`src/rtl/sysmem_icb_arb.sv`:
```
// rtl/sysmem_icb_arb.sv - two-requester round-robin ICB arbiter for the shared system-memory port
//
// Ports:
//   clk, rst               single clock, synchronous active-high reset
//   m0_icb_cmd_* / rsp_*   E203 core master (cmd: valid/ready/read/addr/wdata/wmask,
//                          rsp: valid/ready/err/rdata)
//   m1_icb_cmd_* / rsp_*   accelerator memory master, same shape as m0
//   s_icb_cmd_* / rsp_*    toward the external memory slave
//   outs_cnt               number of outstanding commands (0..OUTS_N)
//   busy                   outs_cnt != 0
module sysmem_icb_arb #(
    parameter int AW     = 32,
    parameter int DW     = 32,
    parameter int OUTS_N = 2
) (
    input  logic            clk,
    input  logic            rst,

    input  logic            m0_icb_cmd_valid,
    output logic            m0_icb_cmd_ready,
    input  logic            m0_icb_cmd_read,
    input  logic [AW-1:0]   m0_icb_cmd_addr,
    input  logic [DW-1:0]   m0_icb_cmd_wdata,
    input  logic [DW/8-1:0] m0_icb_cmd_wmask,
    output logic            m0_icb_rsp_valid,
    input  logic            m0_icb_rsp_ready,
    output logic            m0_icb_rsp_err,
    output logic [DW-1:0]   m0_icb_rsp_rdata,

    input  logic            m1_icb_cmd_valid,
    output logic            m1_icb_cmd_ready,
    input  logic            m1_icb_cmd_read,
    input  logic [AW-1:0]   m1_icb_cmd_addr,
    input  logic [DW-1:0]   m1_icb_cmd_wdata,
    input  logic [DW/8-1:0] m1_icb_cmd_wmask,
    output logic            m1_icb_rsp_valid,
    input  logic            m1_icb_rsp_ready,
    output logic            m1_icb_rsp_err,
    output logic [DW-1:0]   m1_icb_rsp_rdata,

    output logic            s_icb_cmd_valid,
    input  logic            s_icb_cmd_ready,
    output logic            s_icb_cmd_read,
    output logic [AW-1:0]   s_icb_cmd_addr,
    output logic [DW-1:0]   s_icb_cmd_wdata,
    output logic [DW/8-1:0] s_icb_cmd_wmask,
    input  logic            s_icb_rsp_valid,
    output logic            s_icb_rsp_ready,
    input  logic            s_icb_rsp_err,
    input  logic [DW-1:0]   s_icb_rsp_rdata,

    output logic [3:0]      outs_cnt,
    output logic            busy
);

    // ID FIFO storage is sized for the largest legal OUTS_N; only the
    // first OUTS_N entries are ever addressed.
    logic [7:0] fifo_q;
    logic [2:0] wptr;
    logic [2:0] rptr;
    logic [3:0] cnt;
    logic       rr_last;
    logic       lock;
    logic       lock_id;

    logic       fifo_full;
    logic       fifo_empty;
    logic       head;
    logic       gnt;
    logic       gnt_valid;
    logic       push;
    logic       pop;
    logic [2:0] wptr_nxt;
    logic [2:0] rptr_nxt;

    assign fifo_full  = (cnt == 4'(OUTS_N));
    assign fifo_empty = (cnt == 4'd0);
    assign head       = fifo_q[rptr];
    assign wptr_nxt   = (wptr == 3'(OUTS_N - 1)) ? 3'd0 : wptr + 3'd1;
    assign rptr_nxt   = (rptr == 3'(OUTS_N - 1)) ? 3'd0 : rptr + 3'd1;

    // Grant is forced to m0 during reset so the payload mux shows m0.
    always_comb begin
        gnt = 1'b0;
        if (rst) begin
            gnt = 1'b0;
        end else if (lock) begin
            gnt = lock_id;
        end else if (m0_icb_cmd_valid && !m1_icb_cmd_valid) begin
            gnt = 1'b0;
        end else if (m1_icb_cmd_valid && !m0_icb_cmd_valid) begin
            gnt = 1'b1;
        end else if (m0_icb_cmd_valid && m1_icb_cmd_valid) begin
            gnt = ~rr_last;
        end
    end

    assign gnt_valid = gnt ? m1_icb_cmd_valid : m0_icb_cmd_valid;

    // Command path: full FIFO blocks issue outright, even if a pop happens
    // in the same cycle, to keep the ready path free of response logic.
    assign s_icb_cmd_valid  = ~rst & gnt_valid & ~fifo_full;
    assign s_icb_cmd_read   = gnt ? m1_icb_cmd_read  : m0_icb_cmd_read;
    assign s_icb_cmd_addr   = gnt ? m1_icb_cmd_addr  : m0_icb_cmd_addr;
    assign s_icb_cmd_wdata  = gnt ? m1_icb_cmd_wdata : m0_icb_cmd_wdata;
    assign s_icb_cmd_wmask  = gnt ? m1_icb_cmd_wmask : m0_icb_cmd_wmask;
    assign m0_icb_cmd_ready = ~rst & ~gnt & s_icb_cmd_ready & ~fifo_full;
    assign m1_icb_cmd_ready = ~rst &  gnt & s_icb_cmd_ready & ~fifo_full;

    // Response path: an empty FIFO stalls any stray slave response.
    assign m0_icb_rsp_valid = ~rst & s_icb_rsp_valid & ~fifo_empty & ~head;
    assign m1_icb_rsp_valid = ~rst & s_icb_rsp_valid & ~fifo_empty &  head;
    assign m0_icb_rsp_err   = s_icb_rsp_err;
    assign m1_icb_rsp_err   = s_icb_rsp_err;
    assign m0_icb_rsp_rdata = s_icb_rsp_rdata;
    assign m1_icb_rsp_rdata = s_icb_rsp_rdata;
    assign s_icb_rsp_ready  = ~rst & ~fifo_empty &
                              (head ? m1_icb_rsp_ready : m0_icb_rsp_ready);

    assign push = s_icb_cmd_valid & s_icb_cmd_ready;
    assign pop  = s_icb_rsp_valid & s_icb_rsp_ready;

    assign outs_cnt = cnt;
    assign busy     = (cnt != 4'd0);

    always_ff @(posedge clk) begin
        if (rst) begin
            fifo_q  <= 8'd0;
            wptr    <= 3'd0;
            rptr    <= 3'd0;
            cnt     <= 4'd0;
            rr_last <= 1'b1;
            lock    <= 1'b0;
            lock_id <= 1'b0;
        end else begin
            if (push) begin
                fifo_q[wptr] <= gnt;
                wptr         <= wptr_nxt;
                rr_last      <= gnt;
                lock         <= 1'b0;
            end else if (s_icb_cmd_valid) begin
                // Slave stalled: hold this grant until the handshake.
                lock    <= 1'b1;
                lock_id <= gnt;
            end
            if (pop) begin
                rptr <= rptr_nxt;
            end
            case ({push, pop})
                2'b10:   cnt <= cnt + 4'd1;
                2'b01:   cnt <= cnt - 4'd1;
                default: cnt <= cnt;
            endcase
        end
    end

endmodule

```
`config.mk`:
```
export PLATFORM = sky130hd
export DESIGN_NAME = sysmem_icb_arb
export DESIGN_NICKNAME = d
export VERILOG_FILES = /design/src/rtl/sysmem_icb_arb.sv
export SDC_FILE = /design/constraint.sdc
export NUM_CORES = 1
export LEC_CHECK = 0
export BUFFER_PORTS_ARGS = -buffer_cell sky130_fd_sc_hd__buf_2
export CORE_AREA = 8 8 121 123
export DETAILED_ROUTE_END_ITERATION = 12
export DIE_AREA = 0 0 129 131
export PLACE_DENSITY = 0.61
export SLEW_MARGIN = 20
export SYNTH_ARGS = -nofsm -noshare
export SYNTH_HDL_FRONTEND = slang
export SYNTH_SLANG_ARGS = --single-unit
```
`constraint.sdc`:
```
create_clock -name clk -period 3.6 [get_ports clk]
set_input_delay 0.18 -clock clk [delete_from_list [all_inputs] [get_ports clk]]
set_output_delay 0.18 -clock clk [all_outputs]
set_load 0.01 [all_outputs]
```
# Word-level counts from Yosys, hierarchy flattened

Cells that the tools add are included.

$add $sub $neg: 4
Order comparisons: 3
Equality and inequality tests: 5
Mux-type cells: 19
Bitwise operators: 23
Reduce and logical (&&, ||, !) cells: 11

Operator list:

| kind                | count |
|---|---|
| $mux 32             | 2 |
| $and 1x1->1         | 16 |
| $mux 1              | 10 |
| $bwmux 8            | 1 |
| $lt 3x4->1 const B  | 2 |
| $pmux 4 s2          | 1 |
| $not 1->1           | 7 |
| $add 3x1->3 const B | 2 |
| $eq 3x1->1 const B  | 2 |
| $mux 3              | 2 |
| $add 4x1->4 const B | 1 |
| $eq 4x2->1 const B  | 1 |
| $logic_and 1x1->1   | 4 |
| $logic_not 4->1     | 1 |
| $mux 4              | 1 |
| $reduce_bool 4->1   | 1 |
| $sub 4x1->4 const B | 1 |
| $bmux 1 s3          | 1 |
| $demux 1 s3         | 1 |
| $ge 3x1->1 const B  | 1 |
| $eq 2x1->1 const B  | 1 |
| $eq 2x2->1 const B  | 1 |
| $logic_not 1->1     | 2 |
| $reduce_and 2->1    | 1 |
| other kinds (2)     | 2 |

Register bits: 21
Output and inout bits: 146
Logic and storage cells: 72

# Longest topological paths before layout

Depth in word-level cells: 12
Gate-level depth with buffers: 11

# Least setup slack after synthesis

No wires, ideal clock.

Path type: register to register
From: register rptr[1]
To: register cnt[3] (netlist: outs_cnt[3])
Library setup time: 0.071 ns
Arrival time: 2.740 ns
Data required time: 3.529 ns
Slack: 0.789 ns
Stages on the path, launching flop included: 12
Path buffers: 0
Path through: dfxtp_1 > mux4_2 > mux2i_4 > mux2i_1 > nor2_1 > ha_1 > ha_1 > a21o_1 > a21oi_1 > xnor2_1 > or3_1 > a21oi_1

Word-level cells in the longest chain between the ends: 7
Elaborated cells between the ends (all ways): 9
Classes of those cells: 2 x eq/ne; 4 x mux; 2 x bitwise; 1 x reduce/logical

RTL lines:

| item                                            | RTL line | text |
|---|---|---|
| start: declaration                              | 60       | `logic [2:0] rptr;` |
| start signal: assignment                        | 147      | `rptr <= rptr_nxt;` |
| $bmux 1 s3 *                                    | 78       | `assign head = fifo_q[rptr];` |
| $mux 1 (not written as such) *                  | 78       |  |
| $mux 1 *                                        | 118      | `(head ? m1_icb_rsp_ready : m0_icb_rsp_ready);` |
| $and 1x1->1 *                                   | 117      | `assign s_icb_rsp_ready = ~rst & ~fifo_empty &` |
| $and 1x1->1 *                                   | 121      | `assign pop = s_icb_rsp_valid & s_icb_rsp_ready;` |
| named net pop                                   | 72       | `logic pop;` |
| $eq 2x1->1 or $eq 2x2->1 (tied branches)        | 149      | `case ({push, pop})` |
| $pmux 4 s2 or $reduce_bool 2->1 (tied branches) | -        |  |
| end signal: assignment                          | 150      | `2'b10: cnt <= cnt + 4'd1;` |
| end signal: assignment                          | 151      | `2'b01: cnt <= cnt - 4'd1;` |
| end signal: assignment                          | 152      | `default: cnt <= cnt;` |
| end: declaration                                | 61       | `logic [3:0] cnt;` |

Mark *: on every way through the listed nets, which the timed path passes. The rest lies on a longest branch. The select of a mux whose other input is x is not followed.
A chain may end at the register's enable or synchronous reset.

# Final worst setup path

Ends and elaborated chain as after synthesis.

==> metrics.cfg <==
[status]
status = completed

[setup_path]
crit_path_end_kind = flip-flop
rrSetupSlack_ps = 580
cp.required_ps = 3790
reg2reg_depth = 11
cp.arrival_ps = 3210
startpoint_type = flip-flop
r2r_end = outs_cnt[3]
worstReg2RegStart = rptr[1]
path_max_fanout = 5
criticalPathCategory = reg -> reg

[detailed_routing]
wl_per_cell_um = 22.99
drcViolationCount = 0
ant_nets = 0
drt_iter0_markers = 86
drt-total-wl_um = 13820
vias = 2478
via_per_inst = 4.123
firstDrtPassIters = 4

[floorplan]
core-area_mm2 = 0.01287
die_area_mm2 = 0.01690
initial_core_util_pct = 19.19
rows = 42
die_y_um = 131
io_pins = 325
die_w_um = 129

[logic_synthesis]
synthFlopType = dfxtp_1
syn_area_per_cell_um2 = 9.119
synth.most_common_cell = mux2_2
yosys-top-cells-area = mux2_2, buf_4, dfxtp_1
syn_nets = 454
ys_seq_elements = 21
ys_seq_area_share_pct = 17.01
yosysTopAreaCellShare_pct = 31.90
ys_warn_count = 0
synth_top_area_cell = mux2_2
syn_area_mm2 = 0.002471
synth_edf_count = 0
ys_types = 40
synth.top_cells.by_count = mux2_2, buf_4, dfxtp_1, nor2_1, mux2i_1
synth_async_sr_flop_share_pct = 0
syn-instance-count = 271

[power]
p_int_mw = 0.5779
ir_worst_vdd_v = 0.0001298
seq_power_share_pct = 29.0
leakagePower_nw = 1.708
p_per_area_mw_per_mm2 = 253.9
switching_share_pct = 32.86
netSwitchingPower_mw = 0.2829
power_frac_comb_pct = 43.5
pwr-share-clk_pct = 27.5

[grt]
overflow = 0
antenna_found_initial = 0
grt_use_met1_pct = 13.69
grt_pass1_wl_um = 17940
grt.total_usage_pct = 15.12
use_met3_pct = 6.981
grt_busiest_layer = met2
grt_max_degree = 50
grt_pass1_vias = 2593
grtUsageMet2_pct = 29.86

[clocking]
clockBufferDepth = 2
cts.clk_slew.worst_paths_ps = 60
holdBufCountCts = 0
cts_made_buffers = 3
cts.sink_count = 21
cts-root-buf = clkbuf_16
post_cts_buffers = 0
clock_latency_ps = 260
ctsResizeCount = 0
cts_tree = done
h-tree-depth = 1

[layout]
fin_util_pct = 26.34
fill_cells = 1424
antenna_cells = 0
fin_nets = 609
regArea_um2 = 420.4
area_growth_pct = 37.22
multi_input_area_mm2 = 0.001484
design_area_mm2 = 0.003391
final_layout_size_suffix_gt1_share_pct = 72.47
fin_cells = 601

[min_path]
worstHoldStart = s_icb_cmd_ready
whs_path_depth = 4
hold_path.class = in -> reg
worst_hold_path.endpoint = lock_id

[placed_design]
port_buffers = 225
dpl.cell_count = 597
gp_congestion = 0.8150
place_area_mm2 = 0.003312
dp_hpwl_um = 12500

[timing]
finalHoldViolCount = 0
setup_viol = 0
fin_skew_ps = 4.212
tightest_slew_ps = 668.8
maxSlewViolCount = 0
finalCriticalPeriod_ps = 3022
fmaxAchievable_ghz = 0.3309
setup_tns_ps = 0
slew_headroom_pct = 54.79
rsz0062_at_grt = no
finalCritPeriodShare_pct = 83.96

[run]
cap_violations = 0

cell families (layout without fill, tap and decap cells):
| kind of cell | Yosys count | after routing | share of synthesized area [%] |
|---|---|---|---|
| flops | 21 | 21 | 17.01 |
| simple gates | 56 | 56 | 11.60 |
| compound gates | 16 | 16 | 4.912 |
| mux | 85 | 85 | 39.49 |
| fa+ha+maj | 4 | 4 | 2.329 |
| xor+xnor | 4 | 4 | 1.418 |
| buf+inv | 85 | 239 | 23.24 |
worst max-delay path: stages (launching register included):
cell	delay, ps
dfxtp_1	440
mux4_2	570
mux2i_4	200
mux2i_1	240
nor2_1	100
ha_1	230
ha_1	290
a21o_1	170
a21oi_1	180
xnor2_1	90
or3_1	300
a21oi_1	140
power groups by stage:
stage	logic [mW]	registers [mW]	clock network, mW
2_1_floorplan	0.252	0.253	0
3_3_place_gp	0.382	0.254	0
3_5_place_dp	0.383	0.254	0
4_1_cts	0.386	0.249	0.242
5_1_grt	0.405	0.250	0.254
6_report	0.375	0.249	0.237
cells in the final DEF, fill, tap and decap left out, types with 2 or more instances in the layout:
cell         n
buf_2      225
mux2_2      70
dfxtp_1     21
nor2_1      18
mux2i_1     12
nand2_1      8
inv_1        7
nand2b_1     7
a21oi_1      7
nor3_1       5
nand3_1      3
xor2_1       3
ha_1         3
clkbuf_16    3
mux4_2       2
nand4b_1     2
nand4_1      2
or3_1        2
buf_4        2
flip-flops by register name, indices dropped and copies added, names as in the netlist:
register / count
wptr: 3
rr_last: 1
outs_cnt: 4
lock: 1
lock_id: 1
fifo_q: 8
rptr: 3
how the worst max path moves through the flow:
stage / slack (ps) / end / cells past startpoint / startpoint
2_1_floorplan: 790 / outs_cnt[3] / 11 / rptr[1]
3_3_place_gp: 630 / outs_cnt[3] / 11 / rptr[1]
3_5_place_dp: 570 / outs_cnt[3] / 11 / rptr[1]
4_1_cts: 550 / outs_cnt[3] / 11 / rptr[1]
5_1_grt: 310 / outs_cnt[3] / 11 / rptr[1]
6_report: 580 / outs_cnt[3] / 11 / rptr[1]
per-layer routing:
metal / part of all wire [%] / wire (um)
met4: 1.1 / 154
met5: 0 / 0
met3: 11 / 1550
met2: 57 / 7884
met1: 31 / 4227
final cells by class:
class | count | share of cell area [%]
Tap cell | 176 | 6.494
Sequential cell | 21 | 12.40
Multi-Input combinational cell | 165 | 43.76
Inverter | 7 | 0.7749
Clock buffer | 4 | 2.325
Timing Repair Buffer | 228 | 34.24
stage by stage:
step / power (mW) / worst slack, ps / hold slack (ps)
finish: 0.8608 / 577.5 / 343.5
CTS: 0.8773 / 549.1 / 348.4
floorplan: 0.5054 / 789.2 / 360.3
global placement: 0.6361 / 629.7 / 360.1
detailed placement: 0.6369 / 570.7 / 360.1
global route: 0.9088 / 307.4 / 360.0
Power figures use the tool's default switching activity.
